$ cat src/rtl/load_store_unit.sv
// Memory-access stage: one load/store at a time, alignment/range checking, byte-strobed
// RAM writes, fixed-latency RAM reads with sign/zero extension of the returned lane.
module load_store_unit #(
    parameter logic [31:0] DATA_BASE   = 32'd1024,
    parameter logic [31:0] DATA_LAST   = 32'd2047,
    parameter int unsigned MEM_LATENCY = 1
) (
    input  logic        clk_i,
    input  logic        rst_i,
    input  logic        start_i,
    input  logic        is_load_i,
    input  logic        is_store_i,
    input  logic [2:0]  funct3_i,
    input  logic [31:0] addr_i,
    input  logic [31:0] store_data_i,
    output logic        busy_o,
    output logic        done_o,
    output logic        fault_o,
    output logic [31:0] load_result_o,
    output logic [31:0] mem_addr_o,
    output logic        mem_wr_en_o,
    output logic [3:0]  mem_wstrb_o,
    output logic [31:0] mem_wr_data_o,
    output logic        mem_rd_en_o,
    input  logic [31:0] mem_rd_data_i,
    output logic [1:0]  dbg_state_o
);
    localparam int CW = (MEM_LATENCY > 1) ? $clog2(MEM_LATENCY) : 1;

    typedef enum logic [1:0] {S_IDLE, S_ISSUE, S_WAIT, S_RESP} state_t;

    state_t         state_q, state_d;
    logic           is_load_q, is_load_d;
    logic [2:0]     funct3_q, funct3_d;
    logic [31:0]    addr_q, addr_d;
    logic [31:0]    wdata_q, wdata_d;
    logic [3:0]     wstrb_q, wstrb_d;
    logic           fault_q, fault_d;
    logic [31:0]    result_q, result_d;
    logic [CW-1:0]  cnt_q, cnt_d;

    // Legality of the request presented on the inputs this cycle
    logic legal_op, f3_ok, align_ok, range_ok, legal;
    assign legal_op = is_load_i ^ is_store_i;
    assign f3_ok    = is_load_i ? (funct3_i inside {3'b000, 3'b001, 3'b010, 3'b100, 3'b101})
                                : (funct3_i inside {3'b000, 3'b001, 3'b010});
    assign align_ok = (funct3_i[1:0] == 2'b00) ||
                      ((funct3_i[1:0] == 2'b01) && !addr_i[0]) ||
                      ((funct3_i[1:0] == 2'b10) && (addr_i[1:0] == 2'b00));
    assign range_ok = (addr_i >= DATA_BASE) && (addr_i <= DATA_LAST);
    assign legal    = legal_op && f3_ok && align_ok && range_ok;

    logic [3:0]  strb_new;
    logic [31:0] wdata_new;
    always_comb begin
        strb_new  = 4'b1111;
        wdata_new = store_data_i;
        case (funct3_i[1:0])
            2'b00: begin
                strb_new  = 4'b0001 << addr_i[1:0];
                wdata_new = {4{store_data_i[7:0]}};
            end
            2'b01: begin
                strb_new  = addr_i[1] ? 4'b1100 : 4'b0011;
                wdata_new = {2{store_data_i[15:0]}};
            end
            default: ;
        endcase
    end

    logic [7:0]  lane_b;
    logic [15:0] lane_h;
    logic [31:0] ext_res;
    always_comb begin
        case (addr_q[1:0])
            2'b00:   lane_b = mem_rd_data_i[7:0];
            2'b01:   lane_b = mem_rd_data_i[15:8];
            2'b10:   lane_b = mem_rd_data_i[23:16];
            default: lane_b = mem_rd_data_i[31:24];
        endcase
        lane_h  = addr_q[1] ? mem_rd_data_i[31:16] : mem_rd_data_i[15:0];
        ext_res = mem_rd_data_i;
        case (funct3_q[1:0])
            2'b00:   ext_res = funct3_q[2] ? {24'b0, lane_b} : {{24{lane_b[7]}}, lane_b};
            2'b01:   ext_res = funct3_q[2] ? {16'b0, lane_h} : {{16{lane_h[15]}}, lane_h};
            default: ;
        endcase
    end

    always_comb begin
        state_d   = state_q;
        is_load_d = is_load_q;
        funct3_d  = funct3_q;
        addr_d    = addr_q;
        wdata_d   = wdata_q;
        wstrb_d   = wstrb_q;
        fault_d   = fault_q;
        result_d  = result_q;
        cnt_d     = cnt_q;
        case (state_q)
            S_IDLE: begin
                if (start_i) begin
                    is_load_d = is_load_i;
                    funct3_d  = funct3_i;
                    addr_d    = addr_i;
                    wdata_d   = wdata_new;
                    wstrb_d   = strb_new;
                    fault_d   = !legal;
                    state_d   = legal ? S_ISSUE : S_RESP;
                    if (!legal) result_d = '0;
                end
            end
            S_ISSUE: begin
                if (is_load_q) begin
                    state_d = S_WAIT;
                    cnt_d   = CW'(MEM_LATENCY - 1);
                end else begin
                    state_d = S_RESP;
                end
            end
            S_WAIT: begin
                if (cnt_q == '0) begin
                    result_d = ext_res;
                    state_d  = S_RESP;
                end else begin
                    cnt_d = cnt_q - 1'b1;
                end
            end
            default: state_d = S_IDLE;
        endcase
    end

    always_ff @(posedge clk_i) begin
        if (rst_i) begin
            state_q   <= S_IDLE;
            is_load_q <= 1'b0;
            funct3_q  <= '0;
            addr_q    <= '0;
            wdata_q   <= '0;
            wstrb_q   <= '0;
            fault_q   <= 1'b0;
            result_q  <= '0;
            cnt_q     <= '0;
        end else begin
            state_q   <= state_d;
            is_load_q <= is_load_d;
            funct3_q  <= funct3_d;
            addr_q    <= addr_d;
            wdata_q   <= wdata_d;
            wstrb_q   <= wstrb_d;
            fault_q   <= fault_d;
            result_q  <= result_d;
            cnt_q     <= cnt_d;
        end
    end

    // Strobes are decoded from state so a reset drops them on the very next cycle
    assign busy_o        = (state_q != S_IDLE);
    assign done_o        = (state_q == S_RESP);
    assign fault_o       = (state_q == S_RESP) && fault_q;
    assign load_result_o = result_q;
    assign mem_addr_o    = {addr_q[31:2], 2'b00};
    assign mem_wr_en_o   = (state_q == S_ISSUE) && !is_load_q;
    assign mem_rd_en_o   = (state_q == S_ISSUE) && is_load_q;
    assign mem_wstrb_o   = mem_wr_en_o ? wstrb_q : 4'b0000;
    assign mem_wr_data_o = wdata_q;
    assign dbg_state_o   = state_q;
endmodule

$ cat config.mk
export PLATFORM = sky130hd
export DESIGN_NAME = load_store_unit
export DESIGN_NICKNAME = d
export VERILOG_FILES = /design/src/rtl/load_store_unit.sv
export SDC_FILE = /design/constraint.sdc
export NUM_CORES = 1
export LEC_CHECK = 0
export BUFFER_PORTS_ARGS = -buffer_cell sky130_fd_sc_hd__buf_2
export CAP_MARGIN = 20
export CORE_MARGIN = 2
export CORE_UTILIZATION = 54
export CTS_BUF_LIST = sky130_fd_sc_hd__clkbuf_8
export DETAILED_ROUTE_END_ITERATION = 10
export GPL_TIMING_DRIVEN = 1
export PLACE_DENSITY = 0.95
export SETUP_SLACK_MARGIN = 0.1
export SYNTH_ARGS = -nofsm -noshare
export SYNTH_HDL_FRONTEND = slang
export SYNTH_SLANG_ARGS = --single-unit
$ cat constraint.sdc
create_clock -name clk_i -period 3 [get_ports clk_i]
set_clock_uncertainty 0.05 [all_clocks]
set_input_delay 0.3 -clock clk_i [delete_from_list [all_inputs] [get_ports clk_i]]
set_output_delay 0.3 -clock clk_i [all_outputs]
set_load 0.05 [all_outputs]
; ---- After elaboration in Yosys (flattened, before gate mapping)
; Cells that the tools add are included.
[op_classes]
n_addsub = 1
order_cmp = 2
eq_ne = 16
n_shift = 1
mux = 22
bitwise = 1
n_reduce_logical = 29
[ops]
columns = op, count
row1 = 32-bit case mux with 2 select lines, 3
row2 = 32-bit 2-to-1 mux, 5
row3 = 32-bit by 11-bit >= comparator with 1-bit output (second input constant), 1
row4 = 32-bit by 11-bit less-or-equal comparator with 1-bit output (second input constant), 1
row5 = 8-bit case mux with 3 select lines, 1
row6 = 16-bit 2-to-1 mux, 1
row7 = 2-bit zero test, 5
row8 = 1-bit logical AND, 9
row9 = 2-bit by 1-bit equality test with 1-bit output (second input constant), 4
row10 = 2-bit equality test (second input constant), 4
row11 = 4-bit 2-to-1 mux, 2
row12 = 2-bit != test (second input constant), 4
row13 = 4-bit case mux with 2 select lines, 1
row14 = 3-bit equality test (second input constant), 2
row15 = 2-bit 2-to-1 mux, 3
row16 = 2-bit case mux with 3 select lines, 1
row17 = 2-bit AND reduction, 3
row18 = 2-bit nonzero test, 3
row19 = 5-bit nonzero test, 1
row20 = 1-bit 2-to-1 mux, 4
row21 = 4-bit AND reduction, 1
row22 = 1-bit by 2-bit left shift with 4-bit output (first input constant), 1
row23 = 3-bit by 1-bit equality test with 1-bit output (second input constant), 1
row24 = 3-bit by 2-bit equality test with 1-bit output (second input constant), 1
row25 = 7 further kinds, 10
[word_totals]
ff_bits = 108
inputBits = 104

; ---- Longest topological paths before layout
[depth]
depth_word = 9
mapped_depth = 10

; ---- Worst setup path before layout
; OpenSTA, ideal clock, no wires.
[synth_path]
path_type = register to output
startpoint = reg state_q[0], in the netlist dbg_state_o[0]
endpoint = out mem_wstrb_o[0]
arrival_time_ns = 2.283
setup_slack_ns = 0.367
path_stages_with_launch = 4
path_buffers = 0
path_cell_list = dfxtp_1 > ha_1 > nor2b_1 > and2_1
[synth_between]
elab_chain_cells = 3
[synth_lines]
columns = item, line
row1 = "start, declared", 32  ; state_t state_q, state_d;
row2 = "start signal, assigned", 145  ; state_q <= state_d;
row3 = 2-bit by 1-bit equality test with 1-bit output, 163  ; assign mem_wr_en_o = (state_q == S_ISSUE) && !is_load_q;
row4 = 1-bit logical AND, 163
row5 = net mem_wr_en_o, 21  ; output logic mem_wr_en_o,
row6 = 4-bit 2-to-1 mux, 165  ; assign mem_wstrb_o = mem_wr_en_o ? wstrb_q : 4'b0000;
row7 = "end, declared", 22  ; output logic [3:0] mem_wstrb_o,
; The timed path passes the listed nets, and every way through them passes these cells.

; ---- Final worst setup path
[layout_path]
startpoint = reg state_q[1], in the netlist dbg_state_o[1]
endpoint = reg result_q[11], in the netlist load_result_o[11]
[layout_between]
elab_chain_cells = 3
elab_cells_between_ends = 8
[layout_lines]
columns = item, line
row1 = 2-bit equality test or 2-bit zero test (tied branches), 100  ; case (state_q)
row2 = 2-bit != test (no line) or 2-bit nonzero test (tied branches), --
row3 = 4-bit AND reduction (no line), --
row4 = "end signal, assigned", 152  ; result_q <= result_d;
row5 = "end, declared", 39  ; logic [31:0] result_q, result_d;
; Several ways; a longest one is shown, not always the timed one.
; A chain may end at the register's enable or synchronous reset.

==> key figures <==
Run status
  • Outcome: finished clean

Drt
  • Vias/cell: about 5.4
  • DRC violations left: 0
  • Initial detailed-routing violation count: around 240
  • Routed vias: 5,133
  • Drt total wl: roughly 15,000 µm
  • TritonRoute pass-1 iters: 5
  • Routed WL per cell: ~15 µm
  • Final ANT Viol Nets: 0

Global route
  • Largest net degree at the start of global routing: 90
  • Antenna violations before repair: 0
  • First-pass GRT wire length: 22,250 µm
  • Vias in the first global route: between 4,000 and 5,000
  • Overall Global Routing Usage: 0.2688
  • GRT overflow: 0

Timing
  • Worst-Margin Slew: around 960 ps
  • Final Critical Period: 2490 ps
  • Setup Viol. Count Final: 0
  • Final Cycle Share: 0.8300
  • RSZ-0062 raised after global routing: no
  • Pins over their slew limit: 0
  • FMAX: around 0.4 GHz
  • Final Hold Vio Count: 0
  • Max_slew headroom: 0.3616
  • Setup TNS: 0 ps

Place
  • HPWL after detailed placement: 10,980 µm
  • PortBufs: ~210
  • Gpl congestion: around 0.86

CTS
  • CTS Hold Buffers Added: 0
  • CTS max path bufs: 2
  • TritonCTS Buffers: 9
  • CTS root buf: clkbuf_8
  • Clock H-tree levels: 3
  • Clock sinks: roughly 110
  • Clk_lat worst skew: around 360 ps
  • CTS tree: done
  • Post-CTS Resized: 0
  • Clock transition at path regs: roughly 110 ps
  • Post-CTS setup buffer count: 0

Floorplan
  • Row count: 36
  • Die Height: just over 100 µm
  • Core Footprint: about 9600 µm²
  • Die span in x: between 100 and 150 µm
  • IO Count: between 200 and 250
  • DIE AREA: 10,590 µm²
  • Starting Density: 0.5479

Layout
  • Layout area overhead: 19.02%
  • Antenna Diode Count: 0
  • Share of cells above drive strength 1: 0.3054
  • Fillers: between 800 and 900
  • Fin nets: between 900 and 1,000

Critical path
  • CP Max Fanout: 28
  • RR Startpoint: dbg_state_o[1]
  • R2R Setup Slk: between 500 and 600 ps
  • Data arrival time of the worst path: 2730 ps
  • CP Capture Type: register
  • Setup crit start kind: register
  • Crit-path slowest cell: and2_2
  • Reg2reg end: load_result_o[11]
  • CP delay by family, top: simple AND/OR/NAND/NOR gates
  • Slowest stage delay, CP: between 500 and 600 ps
  • R2R depth: 6
  • CP cell instances: inv_1 > ha_1 > and2_2 > o31ai_2 > nand2b_1 > mux2i_1
  • CP bufs+invs: 1
  • Critical path required time: 3240 ps
  • Worst setup path class: reg -> reg

Synth
  • Post-Syn Area: around 5300 µm²
  • Synth unique cells: 47
  • Post-synth ARST share: 0
  • Synthesized flop and latch total: between 100 and 150
  • Sequential share of the synthesized area: 0.4056
  • Synthesized area per cell: ~8 µm²
  • Post-synth top flop: dfxtp_1
  • Post-synth EDFFs: 0
  • Yosys warnings: 0
  • Synth Instances: roughly 660

Power
  • Final Power: between 5 and 6 mW
  • Leak: 2.967 nW
  • VDD IR-drop max: 0.0005378 V
  • Pwr dens: approximately 870 nW/µm²

Min path
  • Hold EP: addr_q[4]
  • Hold path depth: 3
  • Hold Path Class: in -> reg
  • Min-delay src: addr_i[4]

Flow run
  • Number of max-cap violations: 0
worst max path at each step:
stage	endpoint	depth (start not counted)	slack, ps	start
2_1_floorplan	mem_wstrb_o[0]	3	370	dbg_state_o[0]
3_3_place_gp	load_result_o[10]	6	650	dbg_state_o[1]
3_5_place_dp	load_result_o[11]	6	510	dbg_state_o[1]
4_1_cts	load_result_o[11]	6	510	dbg_state_o[1]
5_1_grt	load_result_o[10]	6	320	dbg_state_o[1]
6_report	load_result_o[11]	6	510	dbg_state_o[1]
state kept, by name, summed over array words and instances (netlist names):
register / count
funct3_q: 3
fault_q: 1
mem_wr_data_o: 32
addr_q: 32
wstrb_q: 4
dbg_state_o: 2
is_load_q: 1
load_result_o: 32
cell type report:
| class | count | area, µm² | share of cell area |
|---|---|---|---|
| multi-input combinational | 450 | 2589 | 0.4118 |
| sequential | 107 | 2142 | 0.3408 |
| timing repair buffer | 217 | 1109 | 0.1764 |
| tap | 133 | 166.4 | 0.02647 |
| clock buffer | 9 | 123.9 | 0.01971 |
| inverter | 22 | 82.58 | 0.01314 |
| clock inverter | 7 | 73.82 | 0.01174 |
kinds of logic after synthesis:
kind of cell | count (synthesis) | share of synthesized area
AO/OA/AOI/OAI | 177 | 0.2120
adder cells (fa/ha/maj) | 4 | 0.009477
buffers and inverters | 103 | 0.1057
flip-flops | 107 | 0.4056
multiplexers | 33 | 0.06515
other | 1 | 0.0007101
AND/OR/NAND/NOR | 234 | 0.2014
synth_stat cells, types with 8 or more instances:
cell,count,share of area
a22o_1,17,0.028
a311oi_1,8,0.013
o21ai_1,8,0.0076
buf_4,34,0.048
a21oi_1,80,0.076
nor2_1,29,0.021
dfxtp_1,107,0.41
nand2b_1,21,0.025
mux2i_1,31,0.059
nand2_1,157,0.11
a211oi_1,12,0.017
o21ai_0,24,0.023
clkbuf_1,30,0.021
buf_2,8,0.0076
o22ai_1,8,0.0095
inv_1,22,0.016
power breakdown:
part           internal (mW)  total [mW]  switching (mW)  leakage [nW]
Clock                  0.393       0.906           0.513         0.106
Combinational          0.681        2.70            2.02          1.99
Sequential              1.72        1.88           0.165         0.876
Total                   2.79        5.49            2.70          2.97
tightest hold or removal path, stage by stage:
cell and delay [ps]:
buf_2 100, nand2_1 40, a21oi_1 50
per-layer routing:
metal	up-vias	GRT usage	part of all wire
li1	2519	-	-
met1	2341	0.3125	0.38
met2	242	0.4730	0.50
met3	31	0.07322	0.097
met4	0	0.09919	0.024
met5	-	0	0
cells in the final DEF (no fill, tap or decap), drive strengths merged, types with 9 or more instances in the layout:
| master | n |
|---|---|
| o21ai | 32 |
| mux2i | 31 |
| nand2 | 157 |
| a211oi | 12 |
| a21oi | 81 |
| dfxtp | 107 |
| nor2 | 29 |
| clkbuf | 9 |
| buf | 217 |
| inv | 26 |
| a22o | 17 |
| nand2b | 21 |
per-stage QoR:
stage               instance area, µm²  instances  hold slack [ps]  worst slack, ps    util
finish                            6286        945            106.2            510.1  0.6521
CTS                               6286        945            93.29            506.3  0.6521
floorplan                         5285        660            381.7            367.0       -
global route                      6286        945            96.62            322.1  0.6521
detailed placement                6088        929            393.0            514.0  0.6316
global placement                  6088        929            387.8            650.0  0.6316
Note: power is estimated with default switching activity, not from simulation.
